File: config.mk
export PLATFORM = sky130hd
export DESIGN_NAME = unified_mem_arbiter_flat
export DESIGN_NICKNAME = d
export VERILOG_FILES = /design/src/rtl/unified_mem_arbiter_if.sv /design/src/rtl/unified_mem_arbiter.sv /design/src/flat_wrapper.sv
export SDC_FILE = /design/constraint.sdc
export NUM_CORES = 1
export LEC_CHECK = 0
export ABC_AREA = 0
export BUFFER_PORTS_ARGS = -buffer_cell sky130_fd_sc_hd__buf_4
export CAP_MARGIN = 40
export CORE_UTILIZATION = 45
export DETAILED_ROUTE_END_ITERATION = 8
export GPL_TIMING_DRIVEN = 1
export MAX_ROUTING_LAYER = met4
export PLACE_DENSITY = 0.79
export SYNTH_ARGS = -nofsm -noshare
export SYNTH_HDL_FRONTEND = slang
export SYNTH_SLANG_ARGS = --single-unit
File: constraint.sdc
create_clock -name clk -period 8.65 [get_ports clk]
set_input_delay 1.2975 -clock clk [delete_from_list [all_inputs] [get_ports clk]]
set_output_delay 1.2975 -clock clk [all_outputs]
set_load 0.01 [all_outputs]
File: src/rtl/unified_mem_arbiter_if.sv
// Bundle of request ports, response ports and memory handshake signals
// shared between the fetch/memory pipeline stages, the arbiter and memory.
interface unified_mem_arbiter_if #(
    parameter int DATA_WIDTH = 32
);
    localparam int BE_WIDTH = DATA_WIDTH / 8;

    // Instruction port
    logic                  i_req_i;
    logic [DATA_WIDTH-1:0] i_addr_i;
    logic [DATA_WIDTH-1:0] i_rdata_o;
    logic                  i_rvalid_o;
    logic                  i_err_o;

    // Data port
    logic                  d_req_i;
    logic                  d_we_i;
    logic [BE_WIDTH-1:0]   d_be_i;
    logic [DATA_WIDTH-1:0] d_addr_i;
    logic [DATA_WIDTH-1:0] d_wdata_i;
    logic [DATA_WIDTH-1:0] d_rdata_o;
    logic                  d_rvalid_o;
    logic                  d_err_o;

    // Memory handshake
    logic                  mem_req_o;
    logic                  mem_we_o;
    logic [BE_WIDTH-1:0]   mem_be_o;
    logic [DATA_WIDTH-1:0] mem_addr_o;
    logic [DATA_WIDTH-1:0] mem_wdata_o;
    logic                  mem_ack_i;
    logic [DATA_WIDTH-1:0] mem_rdata_i;

    // Arbiter side: consumes requests and memory responses
    modport slave (
        input  i_req_i, i_addr_i,
        input  d_req_i, d_we_i, d_be_i, d_addr_i, d_wdata_i,
        input  mem_ack_i, mem_rdata_i,
        output i_rdata_o, i_rvalid_o, i_err_o,
        output d_rdata_o, d_rvalid_o, d_err_o,
        output mem_req_o, mem_we_o, mem_be_o, mem_addr_o, mem_wdata_o
    );

    // Environment side: pipeline requesters plus the memory itself
    modport master (
        output i_req_i, i_addr_i,
        output d_req_i, d_we_i, d_be_i, d_addr_i, d_wdata_i,
        output mem_ack_i, mem_rdata_i,
        input  i_rdata_o, i_rvalid_o, i_err_o,
        input  d_rdata_o, d_rvalid_o, d_err_o,
        input  mem_req_o, mem_we_o, mem_be_o, mem_addr_o, mem_wdata_o
    );
endinterface

File: src/rtl/unified_mem_arbiter.sv
// Arbitrates one single-port memory between the instruction fetch port and
// the data port. The winning request is registered, presented to memory
// with a req/ack handshake and answered with a one-cycle rvalid strobe.
// A watchdog turns a never-acknowledged request into an error response.
module unified_mem_arbiter #(
    parameter int DATA_WIDTH     = 32,
    parameter int TIMEOUT_CYCLES = 255
) (
    input  logic                 clk,
    input  logic                 rst,
    unified_mem_arbiter_if.slave bus
);
    localparam int BE_WIDTH     = DATA_WIDTH / 8;
    localparam int CNT_WIDTH    = (TIMEOUT_CYCLES > 0) ? $clog2(TIMEOUT_CYCLES + 1) : 1;
    localparam int TIMEOUT_LAST = (TIMEOUT_CYCLES > 0) ? (TIMEOUT_CYCLES - 1) : 0;
    localparam logic [CNT_WIDTH-1:0] CNT_LAST = CNT_WIDTH'(TIMEOUT_LAST);
    localparam logic [CNT_WIDTH-1:0] CNT_MAX  = {CNT_WIDTH{1'b1}};
    localparam logic [CNT_WIDTH-1:0] CNT_ONE  = CNT_WIDTH'(1);
    localparam bit   WATCHDOG_EN  = (TIMEOUT_CYCLES > 0);

    typedef enum logic [1:0] {
        ST_IDLE,
        ST_SERVE,
        ST_RESP
    } state_e;

    typedef enum logic {
        PORT_I = 1'b0,
        PORT_D = 1'b1
    } port_e;

    state_e                state_q,      state_d;
    port_e                 owner_q,      owner_d;
    port_e                 last_grant_q, last_grant_d;
    logic                  we_q,         we_d;
    logic [BE_WIDTH-1:0]   be_q,         be_d;
    logic [DATA_WIDTH-1:0] addr_q,       addr_d;
    logic [DATA_WIDTH-1:0] wdata_q,      wdata_d;
    logic [CNT_WIDTH-1:0]  cnt_q,        cnt_d;
    logic                  err_q,        err_d;
    logic [DATA_WIDTH-1:0] i_rdata_q,    i_rdata_d;
    logic [DATA_WIDTH-1:0] d_rdata_q,    d_rdata_d;

    port_e                 grant_port;
    logic                  timeout_hit;
    logic                  resp_i;
    logic                  resp_d;

    // Round-robin tie break: on a tie the port that did not win last time goes
    assign grant_port = (bus.d_req_i && (!bus.i_req_i || (last_grant_q == PORT_I)))
                        ? PORT_D : PORT_I;

    // Last watchdog cycle; a zero timeout disables the abort path entirely
    assign timeout_hit = WATCHDOG_EN && (cnt_q == CNT_LAST);

    // Next-state and datapath update for the IDLE -> SERVE -> RESP cycle
    always_comb begin
        state_d      = state_q;
        owner_d      = owner_q;
        last_grant_d = last_grant_q;
        we_d         = we_q;
        be_d         = be_q;
        addr_d       = addr_q;
        wdata_d      = wdata_q;
        cnt_d        = cnt_q;
        err_d        = err_q;
        i_rdata_d    = i_rdata_q;
        d_rdata_d    = d_rdata_q;

        case (state_q)
            ST_IDLE: begin
                if (bus.i_req_i || bus.d_req_i) begin
                    owner_d      = grant_port;
                    last_grant_d = grant_port;
                    cnt_d        = '0;
                    state_d      = ST_SERVE;
                    if (grant_port == PORT_D) begin
                        we_d    = bus.d_we_i;
                        be_d    = bus.d_be_i;
                        addr_d  = bus.d_addr_i;
                        wdata_d = bus.d_wdata_i;
                    end else begin
                        we_d    = 1'b0;
                        be_d    = '1;
                        addr_d  = bus.i_addr_i;
                        wdata_d = '0;
                    end
                end
            end

            ST_SERVE: begin
                if (bus.mem_ack_i) begin
                    if (!we_q) begin
                        if (owner_q == PORT_D) begin
                            d_rdata_d = bus.mem_rdata_i;
                        end else begin
                            i_rdata_d = bus.mem_rdata_i;
                        end
                    end
                    err_d   = 1'b0;
                    state_d = ST_RESP;
                end else if (timeout_hit) begin
                    if (!we_q) begin
                        if (owner_q == PORT_D) begin
                            d_rdata_d = '0;
                        end else begin
                            i_rdata_d = '0;
                        end
                    end
                    err_d   = 1'b1;
                    state_d = ST_RESP;
                end else if (cnt_q != CNT_MAX) begin
                    cnt_d = cnt_q + CNT_ONE;
                end
            end

            ST_RESP: begin
                state_d = ST_IDLE;
            end

            default: begin
                state_d = ST_IDLE;
            end
        endcase
    end

    // State and datapath registers; reset aborts any transaction in flight
    always_ff @(posedge clk or posedge rst) begin
        if (rst) begin
            state_q      <= ST_IDLE;
            owner_q      <= PORT_I;
            last_grant_q <= PORT_I;
            we_q         <= 1'b0;
            be_q         <= '0;
            addr_q       <= '0;
            wdata_q      <= '0;
            cnt_q        <= '0;
            err_q        <= 1'b0;
            i_rdata_q    <= '0;
            d_rdata_q    <= '0;
        end else begin
            state_q      <= state_d;
            owner_q      <= owner_d;
            last_grant_q <= last_grant_d;
            we_q         <= we_d;
            be_q         <= be_d;
            addr_q       <= addr_d;
            wdata_q      <= wdata_d;
            cnt_q        <= cnt_d;
            err_q        <= err_d;
            i_rdata_q    <= i_rdata_d;
            d_rdata_q    <= d_rdata_d;
        end
    end

    assign resp_i = (state_q == ST_RESP) && (owner_q == PORT_I);
    assign resp_d = (state_q == ST_RESP) && (owner_q == PORT_D);

    assign bus.mem_req_o   = (state_q == ST_SERVE);
    assign bus.mem_we_o    = we_q;
    assign bus.mem_be_o    = be_q;
    assign bus.mem_addr_o  = addr_q;
    assign bus.mem_wdata_o = wdata_q;

    assign bus.i_rvalid_o  = resp_i;
    assign bus.i_err_o     = resp_i && err_q;
    assign bus.i_rdata_o   = i_rdata_q;

    assign bus.d_rvalid_o  = resp_d;
    assign bus.d_err_o     = resp_d && err_q;
    assign bus.d_rdata_o   = d_rdata_q;
endmodule
File: src/flat_wrapper.sv
// flat-port wrapper written by rule: the top's interface ports become plain ports
module unified_mem_arbiter_flat 
#(
    parameter int DATA_WIDTH     = 32,
    parameter int TIMEOUT_CYCLES = 255
)
  (clk, rst, bus_i_req_i, bus_i_addr_i, bus_d_req_i, bus_d_we_i, bus_d_be_i, bus_d_addr_i, bus_d_wdata_i, bus_mem_ack_i, bus_mem_rdata_i, bus_i_rdata_o, bus_i_rvalid_o, bus_i_err_o, bus_d_rdata_o, bus_d_rvalid_o, bus_d_err_o, bus_mem_req_o, bus_mem_we_o, bus_mem_be_o, bus_mem_addr_o, bus_mem_wdata_o);
  unified_mem_arbiter_if #(.DATA_WIDTH(DATA_WIDTH)) bus_i ();
  input  logic clk;
  input  logic rst;
  input wire logic [$bits(bus_i.i_req_i)-1:0] bus_i_req_i;
  input wire logic [$bits(bus_i.i_addr_i)-1:0] bus_i_addr_i;
  input wire logic [$bits(bus_i.d_req_i)-1:0] bus_d_req_i;
  input wire logic [$bits(bus_i.d_we_i)-1:0] bus_d_we_i;
  input wire logic [$bits(bus_i.d_be_i)-1:0] bus_d_be_i;
  input wire logic [$bits(bus_i.d_addr_i)-1:0] bus_d_addr_i;
  input wire logic [$bits(bus_i.d_wdata_i)-1:0] bus_d_wdata_i;
  input wire logic [$bits(bus_i.mem_ack_i)-1:0] bus_mem_ack_i;
  input wire logic [$bits(bus_i.mem_rdata_i)-1:0] bus_mem_rdata_i;
  output wire logic [$bits(bus_i.i_rdata_o)-1:0] bus_i_rdata_o;
  output wire logic [$bits(bus_i.i_rvalid_o)-1:0] bus_i_rvalid_o;
  output wire logic [$bits(bus_i.i_err_o)-1:0] bus_i_err_o;
  output wire logic [$bits(bus_i.d_rdata_o)-1:0] bus_d_rdata_o;
  output wire logic [$bits(bus_i.d_rvalid_o)-1:0] bus_d_rvalid_o;
  output wire logic [$bits(bus_i.d_err_o)-1:0] bus_d_err_o;
  output wire logic [$bits(bus_i.mem_req_o)-1:0] bus_mem_req_o;
  output wire logic [$bits(bus_i.mem_we_o)-1:0] bus_mem_we_o;
  output wire logic [$bits(bus_i.mem_be_o)-1:0] bus_mem_be_o;
  output wire logic [$bits(bus_i.mem_addr_o)-1:0] bus_mem_addr_o;
  output wire logic [$bits(bus_i.mem_wdata_o)-1:0] bus_mem_wdata_o;
  assign bus_i.i_req_i = bus_i_req_i;
  assign bus_i.i_addr_i = bus_i_addr_i;
  assign bus_i.d_req_i = bus_d_req_i;
  assign bus_i.d_we_i = bus_d_we_i;
  assign bus_i.d_be_i = bus_d_be_i;
  assign bus_i.d_addr_i = bus_d_addr_i;
  assign bus_i.d_wdata_i = bus_d_wdata_i;
  assign bus_i.mem_ack_i = bus_mem_ack_i;
  assign bus_i.mem_rdata_i = bus_mem_rdata_i;
  assign bus_i_rdata_o = bus_i.i_rdata_o;
  assign bus_i_rvalid_o = bus_i.i_rvalid_o;
  assign bus_i_err_o = bus_i.i_err_o;
  assign bus_d_rdata_o = bus_i.d_rdata_o;
  assign bus_d_rvalid_o = bus_i.d_rvalid_o;
  assign bus_d_err_o = bus_i.d_err_o;
  assign bus_mem_req_o = bus_i.mem_req_o;
  assign bus_mem_we_o = bus_i.mem_we_o;
  assign bus_mem_be_o = bus_i.mem_be_o;
  assign bus_mem_addr_o = bus_i.mem_addr_o;
  assign bus_mem_wdata_o = bus_i.mem_wdata_o;
  unified_mem_arbiter #(.DATA_WIDTH(DATA_WIDTH), .TIMEOUT_CYCLES(TIMEOUT_CYCLES)) u_core (.clk(clk), .rst(rst), .bus(bus_i));
endmodule
**Yosys cells after proc, flatten, opt, wreduce, memory -nomap -nowiden**

Cells that the tools add are included.

- Output and inout port bits: 138
- Logic and storage cells: 67
- Input bits: 138
- Flip-flop bits (word level): 145

- Reductions and logical operators: 17
- Add/sub/neg operators: 1
- Equal/unequal tests: 9
- Muxes and demuxes: 28
- Bitwise logic cells: 2

Operator list:

| operator | count |
|---|---|
| $mux 32 | 14 |
| $mux 8 | 4 |
| $pmux 8 s2 | 1 |
| $add 8x1->8 const B | 1 |
| $eq 8x8->1 const B | 1 |
| $ne 8x8->1 const B | 1 |
| $reduce_and 4->1 | 2 |
| $mux 2 | 3 |
| $reduce_and 2->1 | 3 |
| $logic_and 1x1->1 | 5 |
| $reduce_and 5->1 | 1 |
| $mux 1 | 4 |
| $mux 4 | 1 |
| $ne 2x1->1 const B | 2 |
| $ne 2x2->1 const B | 2 |
| $pmux 2 s2 | 1 |
| $reduce_bool 2->1 | 2 |
| $ne 3x2->1 const B | 1 |
| $eq 2x1->1 const B | 1 |
| $eq 2x2->1 const B | 1 |
| $logic_not 2->1 | 1 |
| $logic_or 1x1->1 | 2 |
| $not 1->1 | 2 |
| $logic_not 1->1 | 1 |

**Logic depth before layout (Yosys ltp)**

- Depth in word-level cells: 5
- Gate-level depth with buffers: 8

**Worst setup path before layout**

Ideal clock, no wire load.

- Path type: flip-flop to output port
- From: reg u_core.state_q[1]
- To: out bus_i_err_o
- Cell stages (with the launch flop): 4
- Required time: 7.352 ns
- Path slack: 6.308 ns
- Arrival: 1.045 ns
- Cell sequence: dfrtp_1 -> buf_2 -> nor3b_1 -> and2_1

- Word-level cells in the longest chain between the ends: 3

RTL lines:

| element | RTL line | source |
|---|---|---|
| start, declared | unified_mem_arbiter.sv:32 | `state_e state_q, state_d;` |
| start signal, assigned | unified_mem_arbiter.sv:142 | `state_q <= state_d;` |
| $eq 2x2->1 | unified_mem_arbiter.sv:156 | `assign resp_i = (state_q == ST_RESP) && (owner_q == PORT_I);` |
| $logic_and 1x1->1 | unified_mem_arbiter.sv:156 |  |
| named net bus_i_rvalid_o | flat_wrapper.sv:21 | `output wire logic [$bits(bus_i.i_rvalid_o)-1:0] bus_i_rvalid_o;` |
| $logic_and 1x1->1 | unified_mem_arbiter.sv:166 | `assign bus.i_err_o = resp_i && err_q;` |
| end, declared | flat_wrapper.sv:22 | `output wire logic [$bits(bus_i.i_err_o)-1:0] bus_i_err_o;` |

The timed path passes the listed nets, and every way through them passes these cells.

**Worst setup path after layout**

- From: reg u_core.state_q[1]
- To: out bus_mem_req_o

- Word-level cells in the longest chain between the ends: 1

RTL lines:

| element | RTL line | source |
|---|---|---|
| $eq 2x1->1 | unified_mem_arbiter.sv:159 | `assign bus.mem_req_o = (state_q == ST_SERVE);` |
| end, declared | flat_wrapper.sv:26 | `output wire logic [$bits(bus_i.mem_req_o)-1:0] bus_mem_req_o;` |

Every way passes these cells.

==> summary.md <==
| Metric | Value |
|---|---|
| CP endpoint kind | output port |
| Final Skew | 0.00682 ns |
| Total Routed Length | 17,100 um |
| Final min period | 3.19 ns |
| Cts hold-fix bufs | 0 |
| Initial antenna violation count | 0 |
| Share of synthesized registers carrying an async set or reset | 1.00 |
| Vias in the first global route | 4,849 |
| Register area | 3630 um^2 |
| Endpoints failing hold | 0 |
| Library cells used by synthesis | 39 |
| Final instance count without filler cells | 911 |
| Global router's overall resource usage | 0.263 |
| Multi-input gate area | 2040 um^2 |
| HPWL Detailed | 12,300 um |
| Post-synth top cells | dfrtp_1 (145), a32o_1 (61), nand2_1 (45), o21ai_0 (38) |
| Sequential fraction of the synthesis area | 0.619 |
| Status | finished, final reports clean |
| Antenna Violating Nets Remaining | 0 |
| CP Class | reg -> out |
| Dpl cell area | 8130 um^2 |
| Hold WC Path Type | reg -> reg |
| Slowest Stage Delay on Critical Path | 0.48 ns |
| Setup_tns | 0 ns |
| IO Port Bufs | 275 |
| CP delay by family, top | buffers and inverters |
| Syn nets | 605 |
| Slew of the pin with the lowest slew margin | 0.807 ns |
| Starting Density | 0.463 |
| DR iter-0 viols | 413 |
| Nets | 866 |
| TritonRoute pass-1 iters | 5 |
| Synth-to-layout area growth | 50.1% |
| Clock Path Buffers | 2 |
| Most frequent cell after synthesis | dfrtp_1 |
| Crit-path max FO | 13 |
| Largest net degree at the start of global routing | 94 |
| H-tree levels | 4 |
| Fin util | 0.694 |
| Slew HR | 0.462 |
| TritonCTS Sinks | 145 |
| Finished layout cell area | 8800 um^2 |
| Synthesis-stage register bit count | 145 |
| DIE AREA | 13,500 um^2 |
| Grt ovf | 0 |
| First-pass GRT wire length | 25,700 um |
| Gpl congestion | 0.842 |
| Max-slew violation count | 0 |
| Total CTS buffers | 17 |
| Clock latency on the worst-skew pair | 0.41 ns |
| Crit path required time | 7.35 ns |
| Hold slack | 0.483 ns |
| Io pins | 276 |
| Top-area cell type share of the netlist area | 0.619 |
| Placement Rows | 41 |
| Via density per instance | 5.58 |
| Leak Pwr | 0.00434 uW |
| CTS tree | done |
| Post-cts resize count | 0 |
| Synth area leader | dfrtp_1 |
| Post-synth EDFFs | 0 |
| Crit path buf inv count | 2 |
| Clock-pin slew on the worst setup and hold paths | 0.06 ns |
| Max Cap Viol | 0 |
| CTS root buf | clkbuf_16 |
| Placed Cells | 879 |
| Crit share post-route | 0.369 |
| Largest cells by area after synthesis | dfrtp_1 (62%), a32o_1 (10%), mux2i_1 (5.5%), a22o_1 (4.8%), o21ai_0 (3.2%) |
| Die Span Y | 116 um |
| Synth Area per Inst | 12.6 um^2 |
| F_max | 0.313 GHz |
| Ant diodes | 0 |
| Share of cells above drive strength 1 | 0.436 |
| Cell Chain, Critical Path | nand2b_1 -> inv_1 -> buf_4 |
| Die Wd | 116 um |
| CP max stage cell | dfrtp_1 |
| WP data arrival | 1.90 ns |
| WL/cell | 18.7 um |
| Post-CTS Setup Repair Bufs | 0 |
| Netlist Area Pre-Place | 5860 um^2 |
| Endpoints failing setup | 0 |
| RSZ-0062 raised after global routing | false |
| Area of the core | 12,700 um^2 |
| FILL cells | 917 |
| Cells after synthesis | 465 |
| Max VDD drop | 0.188 mV |
| Ys flop type | dfrtp_1 |
| PwrDens | 379 nW/um^2 |
| Startpoint type of the worst setup path | register |
| DR DRC count | 0 |
| Yosys warning total | 0 |
| Vias post-DR | 5,081 |
==> placed cells by master (no fill, tap or decap), drive strengths merged, types with 2 or more instances in the layout <==
cell type / Yosys / layout
a21o: 3 / 3
a21oi: 4 / 4
a22o: 32 / 32
a31oi: 5 / 5
a32o: 61 / 61
and2: 4 / 4
and3: 4 / 4
buf: 24 / 284
bufinv: 0 / 5
clkbuf: 18 / 20
clkinv: 0 / 3
clkinvlp: 0 / 3
dfrtp: 145 / 145
ha: 2 / 2
inv: 4 / 5
mux2i: 32 / 32
nand2: 45 / 45
nand3: 7 / 7
nor2: 6 / 6
nor3: 3 / 3
o211ai: 4 / 4
o21ai: 39 / 39
o22a: 4 / 4
o2bb2ai: 3 / 3
or4: 3 / 3
==> kinds of logic after synthesis <==
| logic type | share of synthesized area |
|---|---|
| AO/OA/AOI/OAI | 0.223 |
| flip-flops | 0.619 |
| AND/OR/NAND/NOR | 0.0619 |
| buffers and inverters | 0.0371 |
| multiplexers | 0.0546 |
| adder cells (fa/ha/maj) | 0.00427 |
==> final timing paths <==
check	startpoint	endpoint	slack, ns	depth (start not counted)
min	u_core.bus.mem_addr_o[15]	u_core.bus.mem_addr_o[15]	0.48	2
max	u_core.state_q[1]	bus_mem_req_o	5.46	3
max reg2reg	u_core.state_q[1]	u_core.bus.d_rdata_o[2]	5.64	6
max in group asynchronous	rst	u_core.bus.i_rdata_o[0]	6.58	4
min in group asynchronous	rst	u_core.bus.mem_wdata_o[10]	0.93	2
min reg2reg	u_core.bus.mem_addr_o[15]	u_core.bus.mem_addr_o[15]	0.48	2
==> through the flow <==
step / total power [uW] / setup slack, ns
6_report: 3340 / 5.46
5_1_grt: 3520 / 5.34
4_1_cts: 3360 / 5.48
3_5_place_dp: 2520 / 5.43
3_3_place_gp: 2450 / 5.06
2_1_floorplan: 1810 / 3.46
==> flip-flops by register name (all words and copies together), names as in the netlist <==
name	cells
u_core.bus.i_rdata_o	32
u_core.bus.mem_wdata_o	32
u_core.bus.d_rdata_o	32
u_core.state_q	2
u_core.bus.mem_we_o	1
u_core.err_q	1
u_core.owner_q	1
u_core.bus.mem_addr_o	32
u_core.cnt_q	8
u_core.bus.mem_be_o	4
==> tightest hold or removal path: stages (launching register included) <==
cell,delay (ns)
dfrtp_1,0.34
nand2_1,0.05
o21ai_0,0.06
==> power by group <==
part / internal [uW] / switching, uW
registers: 990 / 208
clock network: 536 / 285
logic: 684 / 633
total: 2210 / 1130
==> per-layer routing <==
layer,vias up,routed length (um),global-route usage
met4,0,403,0.103
li1,2305,-,-
met3,32,1390,0.0721
met5,-,0,-
met1,2476,6530,0.307
met2,268,8730,0.432
==> area by class of cell <==
type,instances,share of cell area
inverters,4,0.00228
repair buffers,284,0.252
clock inverters,12,0.0232
clock buffers,20,0.0530
well taps,172,0.0245
multi-input cells,274,0.232
flip-flops and latches,145,0.412
Power figures use the tool's default switching activity.
